===== src/rtl/lsu_fence_ctrl.sv =====
// Per-warp memory-ordering controller: counts in-flight LSU requests per warp
// and absorbs fences, retiring each only once its warp has drained to zero.
module lsu_fence_ctrl #(
  parameter int NUM_WARPS = 4,
  parameter int CTR_W     = 4,
  localparam int WID_W    = (NUM_WARPS > 1) ? $clog2(NUM_WARPS) : 1
) (
  input  logic             clk,
  input  logic             reset,
  input  logic             in_valid,
  input  logic [WID_W-1:0] in_wid,
  input  logic             in_is_fence,
  output logic             in_ready,
  output logic             out_valid,
  input  logic             out_ready,
  input  logic             cmp_valid,
  input  logic [WID_W-1:0] cmp_wid,
  output logic             fence_done_valid,
  output logic [WID_W-1:0] fence_done_wid,
  input  logic             fence_done_ready,
  output logic             pending_any,
  output logic             underflow_err
);

  typedef enum logic [1:0] {S_IDLE, S_WAIT, S_DONE} state_t;

  state_t             state;
  logic [WID_W-1:0]   fwid;
  logic [CTR_W-1:0]   cnt [NUM_WARPS];
  logic               blocked;
  logic               issue;
  logic               fence_acc;
  logic [NUM_WARPS-1:0] inc;
  logic [NUM_WARPS-1:0] dec;

  // Non-fence traffic stalls behind its own warp's fence or a saturated counter.
  always_comb begin
    blocked = ((state != S_IDLE) && (in_wid == fwid)) || (cnt[in_wid] == '1);
    if (in_is_fence) begin
      out_valid = 1'b0;
      in_ready  = (state == S_IDLE);
    end else begin
      out_valid = in_valid && !blocked;
      in_ready  = out_ready && !blocked;
    end
    issue     = in_valid && in_ready && !in_is_fence;
    fence_acc = in_valid && in_ready && in_is_fence;
  end

  always_comb begin
    inc         = '0;
    dec         = '0;
    pending_any = 1'b0;
    for (int unsigned w = 0; w < NUM_WARPS; w++) begin
      inc[w]      = issue && (in_wid == WID_W'(w));
      dec[w]      = cmp_valid && (cmp_wid == WID_W'(w));
      pending_any = pending_any || (cnt[w] != '0);
    end
  end

  // Simultaneous issue and completion on one warp cancel; a completion on an
  // empty counter is dropped and flagged instead of wrapping.
  always_ff @(posedge clk or negedge reset) begin
    if (!reset) begin
      for (int unsigned w = 0; w < NUM_WARPS; w++) cnt[w] <= '0;
      underflow_err <= 1'b0;
    end else begin
      for (int unsigned w = 0; w < NUM_WARPS; w++) begin
        if (inc[w] && !dec[w]) begin
          cnt[w] <= cnt[w] + CTR_W'(1);
        end else if (dec[w] && !inc[w]) begin
          if (cnt[w] == '0) underflow_err <= 1'b1;
          else              cnt[w] <= cnt[w] - CTR_W'(1);
        end
      end
    end
  end

  always_ff @(posedge clk or negedge reset) begin
    if (!reset) begin
      state <= S_IDLE;
      fwid  <= '0;
    end else begin
      case (state)
        S_IDLE: if (fence_acc) begin
          fwid  <= in_wid;
          state <= S_WAIT;
        end
        S_WAIT: if (cnt[fwid] == '0) state <= S_DONE;
        S_DONE: if (fence_done_ready) state <= S_IDLE;
        default: state <= S_IDLE;
      endcase
    end
  end

  assign fence_done_valid = (state == S_DONE);
  assign fence_done_wid   = fwid;

endmodule


===== config.mk =====
export PLATFORM = sky130hd
export DESIGN_NAME = lsu_fence_ctrl
export DESIGN_NICKNAME = d
export VERILOG_FILES = /design/src/rtl/lsu_fence_ctrl.sv
export SDC_FILE = /design/constraint.sdc
export NUM_CORES = 1
export LEC_CHECK = 0
export CAP_MARGIN = 20
export CELL_PAD_IN_SITES_DETAIL_PLACEMENT = 1
export CELL_PAD_IN_SITES_GLOBAL_PLACEMENT = 1
export CORE_MARGIN = 5
export CORE_UTILIZATION = 40
export DETAILED_ROUTE_END_ITERATION = 10
export GPL_ROUTABILITY_DRIVEN = 0
export PLACE_DENSITY_LB_ADDON = 0.12
export SLEW_MARGIN = 15
export SYNTH_ARGS = -nofsm -noshare
export SYNTH_HDL_FRONTEND = slang
export SYNTH_SLANG_ARGS = --single-unit

===== constraint.sdc =====
create_clock -name clk -period 4.5 [get_ports clk]
set_clock_uncertainty 0.1 [all_clocks]
set_input_delay 0.9 -clock clk [delete_from_list [all_inputs] [get_ports clk]]
set_output_delay 0.9 -clock clk [all_outputs]
set_load 0.03 [all_outputs]

After elaboration in Yosys (flattened, before gate mapping)
Index checks and enable logic that the tools add are counted.
{"block": "classes", "reduce_logical": 59, "eq_ne": 17, "addsub": 8, "bitwise": 2, "mux": 36, "magnitude_cmp": 2}
{"operator": "$mux 4", "n": 16}
{"operator": "$logic_and 1x1->1", "n": 22}
{"operator": "$logic_not 4->1", "n": 5}
{"operator": "$add 4x1->4 const B", "n": 4}
{"operator": "$bmux 4 s2", "n": 2}
{"operator": "$reduce_bool 4->1", "n": 4}
{"operator": "$sub 4x1->4 const B", "n": 4}
{"operator": "$mux 1", "n": 14}
{"operator": "$ne 2x2->1 const B", "n": 6}
{"operator": "$eq 2x2->1 const B", "n": 5}
{"operator": "$logic_not 1->1", "n": 10}
{"operator": "$reduce_and 2->1", "n": 5}
{"operator": "$reduce_bool 2->1", "n": 5}
{"operator": "$eq 2x1->1 const B", "n": 3}
{"operator": "$ge 3x3->1 const B", "n": 2}
{"operator": "$logic_not 2->1", "n": 3}
{"operator": "$mux 2", "n": 3}
{"operator": "$not 2->3", "n": 2}
{"operator": "$pmux 2 s3", "n": 1}
{"operator": "$eq 4x4->1 const B", "n": 1}
{"operator": "$logic_or 1x1->1", "n": 4}
{"operator": "$reduce_and 3->1", "n": 1}
{"operator": "$eq 2x2->1", "n": 1}
{"operator": "$ne 2x1->1 const B", "n": 1}
{"block": "word_totals", "word_cells": 131, "regBits": 21, "in_bits": 11}

Longest topological paths before layout
Gate-level depths: netlist of run 1.
{"block": "depth", "ltp_word": 25, "ltp_mapped": 12, "mapped_depth_nobuf": 11}

Worst setup path before layout of run 1
No wires, ideal clock.
{"block": "synth_timing", "path_kind": "in2reg", "start": "input port in_wid[1]", "end": "register cnt[7] (netlist name)", "path_slack_ps": 1254, "path_stages": 12, "setup_time_ps": 80, "arrival_time_ps": 3066, "path_cell_list": "buf_6 > xor2_1 > or3_4 > and4b_4 > and3_1 > ha_1 > inv_1 > ha_1 > a21oi_1 > a211oi_1 > a31oi_1 > xnor2_1"}
{"block": "synth_between", "elab_chain_cells": 16, "elab_cells_between_ends": 22}
{"item": "start: declaration", "line_no": "11", "text": "input logic [WID_W-1:0] in_wid,"}
{"item": "$not 2->3 (implied by the code)", "line_no": "38", "text": "blocked = ((state != S_IDLE) && (in_wid == fwid)) || (cnt[in_wid] == '1);"}
{"item": "$bmux 4 s2", "line_no": "38"}
{"item": "$mux 4 (implied by the code) (2 in a row)", "line_no": "38"}
{"item": "$eq 4x4->1", "line_no": "38"}
{"item": "$logic_or 1x1->1", "line_no": "38"}
{"item": "$logic_not 1->1", "line_no": "44", "text": "in_ready = out_ready && !blocked;"}
{"item": "$logic_and 1x1->1", "line_no": "44"}
{"item": "$mux 1", "line_no": "39", "text": "if (in_is_fence) begin"}
{"item": "$logic_and 1x1->1 (2 in a row)", "line_no": "46", "text": "issue = in_valid && in_ready && !in_is_fence;"}
{"item": "$logic_and 1x1->1 *", "line_no": "55", "text": "inc[w] = issue && (in_wid == WID_W'(w));"}
{"item": "$logic_not 1->1", "line_no": "71", "text": "end else if (dec[w] && !inc[w]) begin"}
{"item": "$logic_and 1x1->1", "line_no": "71"}
{"item": "$reduce_bool 2->1 (no source line)"}
{"item": "$reduce_and 2->1 (no source line)"}
{"item": "end signal: indexed assignment", "line_no": "70", "text": "cnt[w] <= cnt[w] + CTR_W'(1);"}
{"item": "end signal: indexed assignment", "line_no": "73", "text": "else cnt[w] <= cnt[w] - CTR_W'(1);"}
{"item": "end: declaration", "line_no": "29", "text": "logic [CTR_W-1:0] cnt [NUM_WARPS];"}
Every way passes the cells marked *; elsewhere a longest branch is shown, timed or not. The select of a mux whose other input is x is not followed.
A chain may end at the register's enable or synchronous reset.

Worst setup path in the final report of run 1
{"block": "layout_timing", "start": "input port in_wid[0]", "end": "output port out_valid"}
{"block": "layout_between", "elab_chain_cells": 9, "elab_cells_between_ends": 11}
{"item": "$not 2->3 (implied by the code)", "line_no": "38"}
{"item": "$bmux 4 s2", "line_no": "38"}
{"item": "$mux 4 (implied by the code) (2 in a row)", "line_no": "38"}
{"item": "$eq 4x4->1", "line_no": "38"}
{"item": "$logic_or 1x1->1 *", "line_no": "38"}
{"item": "$logic_not 1->1 *", "line_no": "43", "text": "out_valid = in_valid && !blocked;"}
{"item": "$logic_and 1x1->1 *", "line_no": "43"}
{"item": "$mux 1 *", "line_no": "39"}
{"item": "end: declaration", "line_no": "14", "text": "output logic out_valid,"}
Marks and branches as above.

==> out/results.ini, run 1 <==
[status]
status = complete, no violations

[critical_path]
path_max_fanout = 5
crit_arrival_ps = 2910
cp_cell_sequence = clkdlybuf4s50_1 -> mux4_1 -> and3_2 -> clkdlybuf4s50_1
cpMaxStageDelayCell = mux4_1
crit_top_cell = clkdlybuf4s50_1
start_kind = primary input
cp-end-kind = primary output
path_class = primary input to primary output
cp_data_required_time_ps = 3500
reg2reg_from = fence_done_wid[1]
critical-path-max-stage-delay_ps = 610
cp-startpoint = in_wid[0]

[pwr]
swShare_pct = 43.9
power.switching_uw = 465
internal_power_uw = 595
pwr-share-clk_pct = 12.1
ir_drop_v = 0.000240
powerDensity_mw_per_mm2 = 573
pwr-share-comb_pct = 47.9
seqPwrFrac_pct = 40.1
power.leakage_nw = 0.744

[route]
dr.pass1.iters = 4
routed_wl_mm = 3.73
route.detailed.drc = 0
routedWlPerCell_um = 16.7
drtAntennaViolNets = 0
drt_iter0_markers = 41
post_drt_via_cell_ratio = 5.63
vias = 1256

[yosys]
synth_edf_count = 0
syn_area_mm2 = 0.00159
synth_warnings = 0
synth_seq_cells = 21
syn_inst = 153
synth_flop_cell = dfrtp_1
ys_async_sr_fraction_pct = 100
yosysSeqAreaShare_pct = 33.1
synth.avg_cell_area_um2 = 10.4
ys_types = 36
syn-num-nets = 184

[place]
dpl.hpwl_mm = 3.08
io_buffers = 17
dp_slack_ps = 483

[cells_and_area]
num_antenna_cells = 0
num-nets-final = 205
syn2layout_area_growth_pct = 16.5
layout_common_cells = 21 x dfrtp_1, 16 x ha_1, 16 x clkdlybuf4s50_1
drive_gt1_share_pct = 14.5
final_common_cell = dfrtp_1

[timing]
min_period_over_period_pct = 86.9
setup_violations = 0
hold_viol = 0
rsz0062_at_grt = no
slew_headroom_pct = 66.2
worst_slack_ps = 590
worst_slew_pin_slew_ps = 503
slew_violations = 0
tns_ps = 0
fmax_ghz = 0.256
finalCriticalPeriod_ps = 3910

[floorplanning]
die_x_um = 73.0
initial_core_util_pct = 40.6
die-area_mm2 = 0.00533
core-area_mm2 = 0.00391
io_pins = 18
rows = 23
die_h_um = 73.0

[clock_tree]
post_cts_resized = 0
cts_root_buf = clkbuf_8
clkTransAtPathRegs_ps = 80
cts_tree = done
insertion_delay_ps = 270
cts.sinks = 21
cts_hold_buffers = 0
numCtsBuffers = 3
clk_path_buf_depth = 2
cts_max_level = 1
cts_setup_buffers = 0

[min_path]
min-delay-start = underflow_err
hp-class = flip-flop to flip-flop

[flow_run]
drv_cap = 0

[global_routing]
antenna_found_initial = 0
grt_use_total_pct = 16.4
grt_start_max_net_pins = 22
grt_pass1_vias = 1432
gr-total-overflow = 0
grt_pass1_wl_mm = 6.73

==> critical path: cells and delay by family <==
family | cells | cell delay, ps
mux | 1 | 610
buf+inv | 2 | 1160
simple gates | 1 | 230
==> synthesized netlist by cell type, types with 2 or more instances <==
| cell type | instances | area (um2) |
|---|---|---|
| a211oi_1 | 4 | 30.0 |
| xor2_1 | 6 | 52.6 |
| nor4_2 | 4 | 50.1 |
| o21ai_0 | 3 | 15.0 |
| mux2_2 | 6 | 67.6 |
| or2_2 | 3 | 18.8 |
| nand2b_1 | 2 | 12.5 |
| a31oi_1 | 4 | 25.0 |
| o31ai_1 | 4 | 30.0 |
| inv_1 | 8 | 30.0 |
| and2_1 | 4 | 25.0 |
| nand2_1 | 10 | 37.5 |
| nor2_1 | 6 | 22.5 |
| nor3_1 | 5 | 25.0 |
| nand4_1 | 6 | 37.5 |
| xnor2_1 | 8 | 70.1 |
| ha_1 | 16 | 200 |
| dfrtp_1 | 21 | 526 |
| a21oi_1 | 5 | 25.0 |
| nand3_1 | 9 | 45.0 |
| fa_1 | 4 | 80.1 |
==> metal layers <==
metal | vias to the layer above | wire, um | part of all wire (%) | track usage (%)
met2 | 27 | 1820 | 49 | 28.4
li1 | 606 | - | - | -
met4 | 0 | 105 | 2.8 | 7.38
met3 | 9 | 156 | 4.2 | 2.75
met1 | 614 | 1640 | 44 | 19.8
met5 | - | 0 | 0 | 0
==> metrics by stage <==
step                instance area [um2]  total power [mW]  instances  hold slack [ps]  utilization (%)
finish                             1850              1.06        223              395             47.3
global route                       1850              1.16        223              451             47.3
CTS                                1860              1.08        223              405             47.4
detailed placement                 1810             0.946        219              384             46.2
global placement                   1810             0.899        219              386             46.2
floorplan                          1590             0.768        153              363                -
==> power by group through the flow <==
stage	combinational, mW	clock [mW]	sequential, mW
3_3_place_gp	0.480	0	0.419
6_report	0.508	0.128	0.425
2_1_floorplan	0.344	0	0.424
4_1_cts	0.519	0.133	0.426
5_1_grt	0.576	0.142	0.445
3_5_place_dp	0.516	0	0.430
==> registers in the layout, indices dropped and copies added, names as in the netlist <==
register / cells
cnt: 16
fence_done_wid: 2
underflow_err: 1
state: 2
==> cell type report <==
cell class,instances,area [um2]
fill,453,2060
multi-input combinational,123,1020
sequential,21,526
timing repair buffer,17,165
tap,50,62.6
clock buffer,3,41.3
inverter,8,30.0
clock inverter,1,5.00
==> worst paths after layout <==
check / depth (start not counted) / slack [ps] / end
min in group asynchronous: 1 / 490 / cnt[12]
hold / removal: 2 / 400 / underflow_err
setup reg to reg: 11 / 1600 / cnt[15]
max in group asynchronous: 1 / 3460 / cnt[7]
setup / recovery: 4 / 590 / out_valid
hold reg to reg: 2 / 400 / underflow_err
==> logic make-up after synthesis <==
| logic type | Yosys count | synth area share, % |
|---|---|---|
| buffers and inverters | 9 | 2.60 |
| multiplexers | 8 | 7.33 |
| AND/OR/NAND/NOR | 60 | 23.2 |
| AO/OA/AOI/OAI | 21 | 8.35 |
| adder cells (fa/ha/maj) | 20 | 17.7 |
| XOR/XNOR | 14 | 7.72 |
| flip-flops | 21 | 33.1 |
No activity file was read; power rests on OpenSTA's default activity.
==> run 2: changes to the inputs <==
Settings changed: CORE_MARGIN 5 to default, HOLD_SLACK_MARGIN from default to 0.03.
==> run 2 against run 1 <==
Effect of this change: sequential cell count unchanged; first-iteration DRC count up 4.9%; count of clock-buffer cells in the layout is 1 higher; design area rose by 0.68%; global-route usage is 3.4 points higher; largest cell class unchanged.
==> out/results.ini, run 2 (synthesis results as in run 1) <==
[place]
io_buffers = 17
dp_cells = 217
dpl.hpwl_mm = 2.84
placed_area_mm2 = 0.00181
dp_slack_ps = 502

[clock_tree]
insertion_delay_ps = 260
clkTransAtPathRegs_ps = 80
cts_root_buf = clkbuf_8
cts_setup_buffers = 0
clk_path_buf_depth = 2
cts.sinks = 21
cts_hold_buffers = 0
cts_tree = done
post_cts_resized = 0
numCtsBuffers = 3
cts_max_level = 1

[route]
route.detailed.drc = 0
dr.pass1.iters = 4
drt_iter0_markers = 43
routed_wl_mm = 3.65
drtAntennaViolNets = 0
post_drt_via_cell_ratio = 5.63
routedWlPerCell_um = 16.5
vias = 1249

[timing]
worst_slack_ps = 578
hold_ws_ps = 411
rsz0062_at_grt = no
finalCriticalPeriod_ps = 3920
hold_viol = 0
slew_headroom_pct = 60.4
setup_violations = 0
worst_slew_pin_slew_ps = 593
tns_ps = 0
min_period_over_period_pct = 87.2
slew_violations = 0
fmax_ghz = 0.255

[cells_and_area]
top_register = cnt
final_cell_area_mm2 = 0.00186
stdcell_count = 222
finish.utilization_pct = 49.8
final_common_cell = dfrtp_1
drive_gt1_share_pct = 13.8
fill_cells = 436
layout_common_cells = 21 x dfrtp_1, 17 x clkdlybuf4s50_1, 16 x ha_1
num_antenna_cells = 0
num-nets-final = 206
syn2layout_area_growth_pct = 17.3
largest_reg_flops = 16

[critical_path]
critical-path-max-stage-delay_ps = 580
reg2reg_from = fence_done_wid[1]
cp-end-kind = primary output
cpMaxStageDelayCell = clkdlybuf4s50_1
crit_top_cell = clkdlybuf4s50_1
cp_data_required_time_ps = 3500
path_class = primary input to primary output
path_max_fanout = 10
crit_arrival_ps = 2920
reg2reg_depth = 11
start_kind = primary input
path_buf_inv = 2
reg2reg_slack_ps = 1590
cp_cell_sequence = clkdlybuf4s50_1 -> xor2_1 -> or3_4 -> and3_2 -> clkdlybuf4s50_1
cp_top_family = buffers and inverters
r2r-end = cnt[11]

[pwr]
pwr-share-clk_pct = 12.2
internal_power_uw = 597
power.leakage_nw = 0.747
total_power_mw = 1.06
swShare_pct = 43.7
ir_drop_v = 0.000258
seqPwrFrac_pct = 40.1
pwr-share-comb_pct = 47.7
power.switching_uw = 464
powerDensity_mw_per_mm2 = 569

[global_routing]
grt_use_total_pct = 19.9
antenna_found_initial = 0
grt_start_max_net_pins = 22
grt_pass1_vias = 1393
gr-total-overflow = 0
grt_pass1_wl_mm = 6.36

[floorplanning]
core-area_mm2 = 0.00374
initial_core_util_pct = 42.4
die_x_um = 65.0
rows = 22
die-area_mm2 = 0.00423
io_pins = 18
die_h_um = 65.0

[status]
status = complete, no violations

[min_path]
worstHoldPathCells = 2
hp-class = flip-flop to flip-flop
whs_endpoint = underflow_err
min-delay-start = underflow_err

[flow_run]
drv_cap = 0

## run 2: worst min-delay path, cell delays in order, from the launching register on
cell     delay (ps)
dfrtp_1         360
a21oi_1          50
nand3_1          70
## run 2: worst max path at each step
stage,start,to,slack [ps],cells after the start
final,in_wid[1],out_valid,580,5
after global routing,in_wid[1],in_ready,460,6
after CTS,in_wid[1],out_valid,560,5
after detailed placement,in_wid[1],cnt[15],500,12
after global placement,in_wid[0],out_valid,610,4
after floorplan,in_wid[1],cnt[7],1250,12
## run 2: power groups by stage
stage          Clock (mW)  Sequential [mW]  Combinational [mW]
2_1_floorplan           0            0.424               0.344
4_1_cts             0.135            0.426               0.510
3_3_place_gp            0            0.422               0.477
5_1_grt             0.141            0.443               0.575
3_5_place_dp            0            0.428               0.505
6_report            0.130            0.426               0.506
## run 2: final cells by class
type                            count  area [um2]  share of cell area, %
Sequential cell                    21         526                   28.2
Inverter                            8        30.0                   1.61
Multi-Input combinational cell    123        1020                   54.8
Timing Repair Buffer               18         181                   9.74
Clock buffer                        4        45.0                   2.42
Tap cell                           48        60.1                   3.22
## run 2: metal layers
layer	vias to the layer above	track usage [%]	wire, um
li1	601	-	-
met1	609	23.3	1630
met2	31	35.8	1820
met3	8	4.75	139
met4	0	5.00	61
met5	-	0	0
==> run 3: changes to the inputs <==
Settings changed: CORE_UTILIZATION 40 to 45.
==> run 3 against run 2 <==
Effect of this change: via count is 2.3% higher; sequential cell count stayed put; design area is 2.0% lower; count of clock-buffer cells in the layout stayed put; wire length is 2.5% higher; register-to-register slack worse by 100 ps; combinational power hardly changed; core utilization is 4.5 points higher; hold slack better by 24 ps; first-iteration DRC count is 63% higher; sequential share of layout area is 0.58 points higher; largest power group unchanged; highest routed layer unchanged.
==> out/results.ini, run 3 (synthesis results as in run 1) <==
[critical_path]
path_max_fanout = 10
cpMaxStageDelayCell = clkdlybuf4s50_1
start_kind = primary input
cp_data_required_time_ps = 3500
crit_top_cell = clkdlybuf4s50_1
crit_arrival_ps = 2920
critical-path-max-stage-delay_ps = 590
path_class = primary input to primary output
reg2reg_slack_ps = 1490
cp_cell_sequence = clkdlybuf4s50_1 -> xor2_1 -> or3_4 -> and3_2 -> clkdlybuf4s50_1
cp-end-kind = primary output

[clock_tree]
cts_root_buf = clkbuf_4
cts_max_level = 1
clkTransAtPathRegs_ps = 120
numCtsBuffers = 3
insertion_delay_ps = 310
cts_setup_buffers = 0
cts_tree = done
cts_hold_buffers = 0
post_cts_resized = 0
clk_path_buf_depth = 2
cts.sinks = 21

[cells_and_area]
finish.utilization_pct = 54.3
fill_cells = 396
top_register = cnt
layout_common_cells = 21 x dfrtp_1, 16 x ha_1, 16 x clkdlybuf4s50_1
final_cell_area_mm2 = 0.00183
drive_gt1_share_pct = 13.9
num-nets-final = 205
largest_reg_flops = 16
num_antenna_cells = 0
final_common_cell = dfrtp_1
syn2layout_area_growth_pct = 15.0

[floorplanning]
rows = 21
core-area_mm2 = 0.00336
die_h_um = 61.4
initial_core_util_pct = 47.2
die_x_um = 61.4
io_pins = 18
die-area_mm2 = 0.00377

[pwr]
power.leakage_nw = 0.733
powerDensity_mw_per_mm2 = 561
ir_drop_v = 0.000243

[route]
dr.pass1.iters = 4
post_drt_via_cell_ratio = 5.84
drtAntennaViolNets = 0
route.detailed.drc = 0
routed_wl_mm = 3.75
routedWlPerCell_um = 17.1
vias = 1278
drt_iter0_markers = 70

[place]
io_buffers = 17
dpl.hpwl_mm = 2.96
placed_area_mm2 = 0.00180

[timing]
min_period_over_period_pct = 87.1
hold_viol = 0
hold_ws_ps = 435
slew_headroom_pct = 66.6
rsz0062_at_grt = no
fmax_ghz = 0.255
setup_violations = 0
worst_slew_pin_slew_ps = 501
tns_ps = 0
finalCriticalPeriod_ps = 3920
slew_violations = 0

[global_routing]
gr-total-overflow = 0
grt_pass1_vias = 1371
antenna_found_initial = 0
grt_use_total_pct = 23.3
grt_start_max_net_pins = 22
grt_pass1_wl_mm = 6.35

[min_path]
hp-class = primary input to asynchronous set/reset pin

[status]
status = complete, no violations

[flow_run]
drv_cap = 0

run 3: area by class of cell:
cell class              instances  area, um2  area share [%]
clock buffers                   4       26.3            1.44
inverters                       8       30.0            1.64
multi-input cells             123       1020            55.9
flip-flops and latches         21        526            28.8
well taps                      46       57.6            3.15
repair buffers                 17        165            9.05
run 3: worst max-delay path: cells and delay by family:
family | cells | cell delay (ps)
and+or+nand+nor | 2 | 620
buffers and inverters | 2 | 1170
xor gates and xnor gates | 1 | 230
run 3: worst paths after layout:
kind / startpoint / end / depth (start not counted)
max reg2reg: fence_done_wid[1] / cnt[7] / 11
max: in_wid[1] / out_valid / 5
min reg2reg: cnt[3] / cnt[3] / 1
min in group clk: cnt[3] / cnt[3] / 1
max in group asynchronous: reset / cnt[3] / 1
min: reset / state[1] / 1
run 3: routing by layer:
layer  up-vias  GRT usage (%)  part of all wire (%)
li1        600              -                     -
met1       646           28.7                    45
met2        26           42.2                    51
met3         6           3.36                   3.1
met4         0           6.67                   1.1
met5         -              0                     0
run 3: report_power, final:
| part | switching, mW | internal (mW) |
|---|---|---|
| clock | 0.0605 | 0.0346 |
| sequential | 0.143 | 0.283 |
| combinational | 0.255 | 0.249 |
| total | 0.459 | 0.566 |
run 3: per-stage QoR:
step           power (mW)  setup slack [ps]  instances
2_1_floorplan       0.768              1250        153
3_3_place_gp        0.896               624        215
3_5_place_dp        0.937               422        215
4_1_cts              1.04               570        219
5_1_grt              1.13               486        219
6_report             1.02               578        219
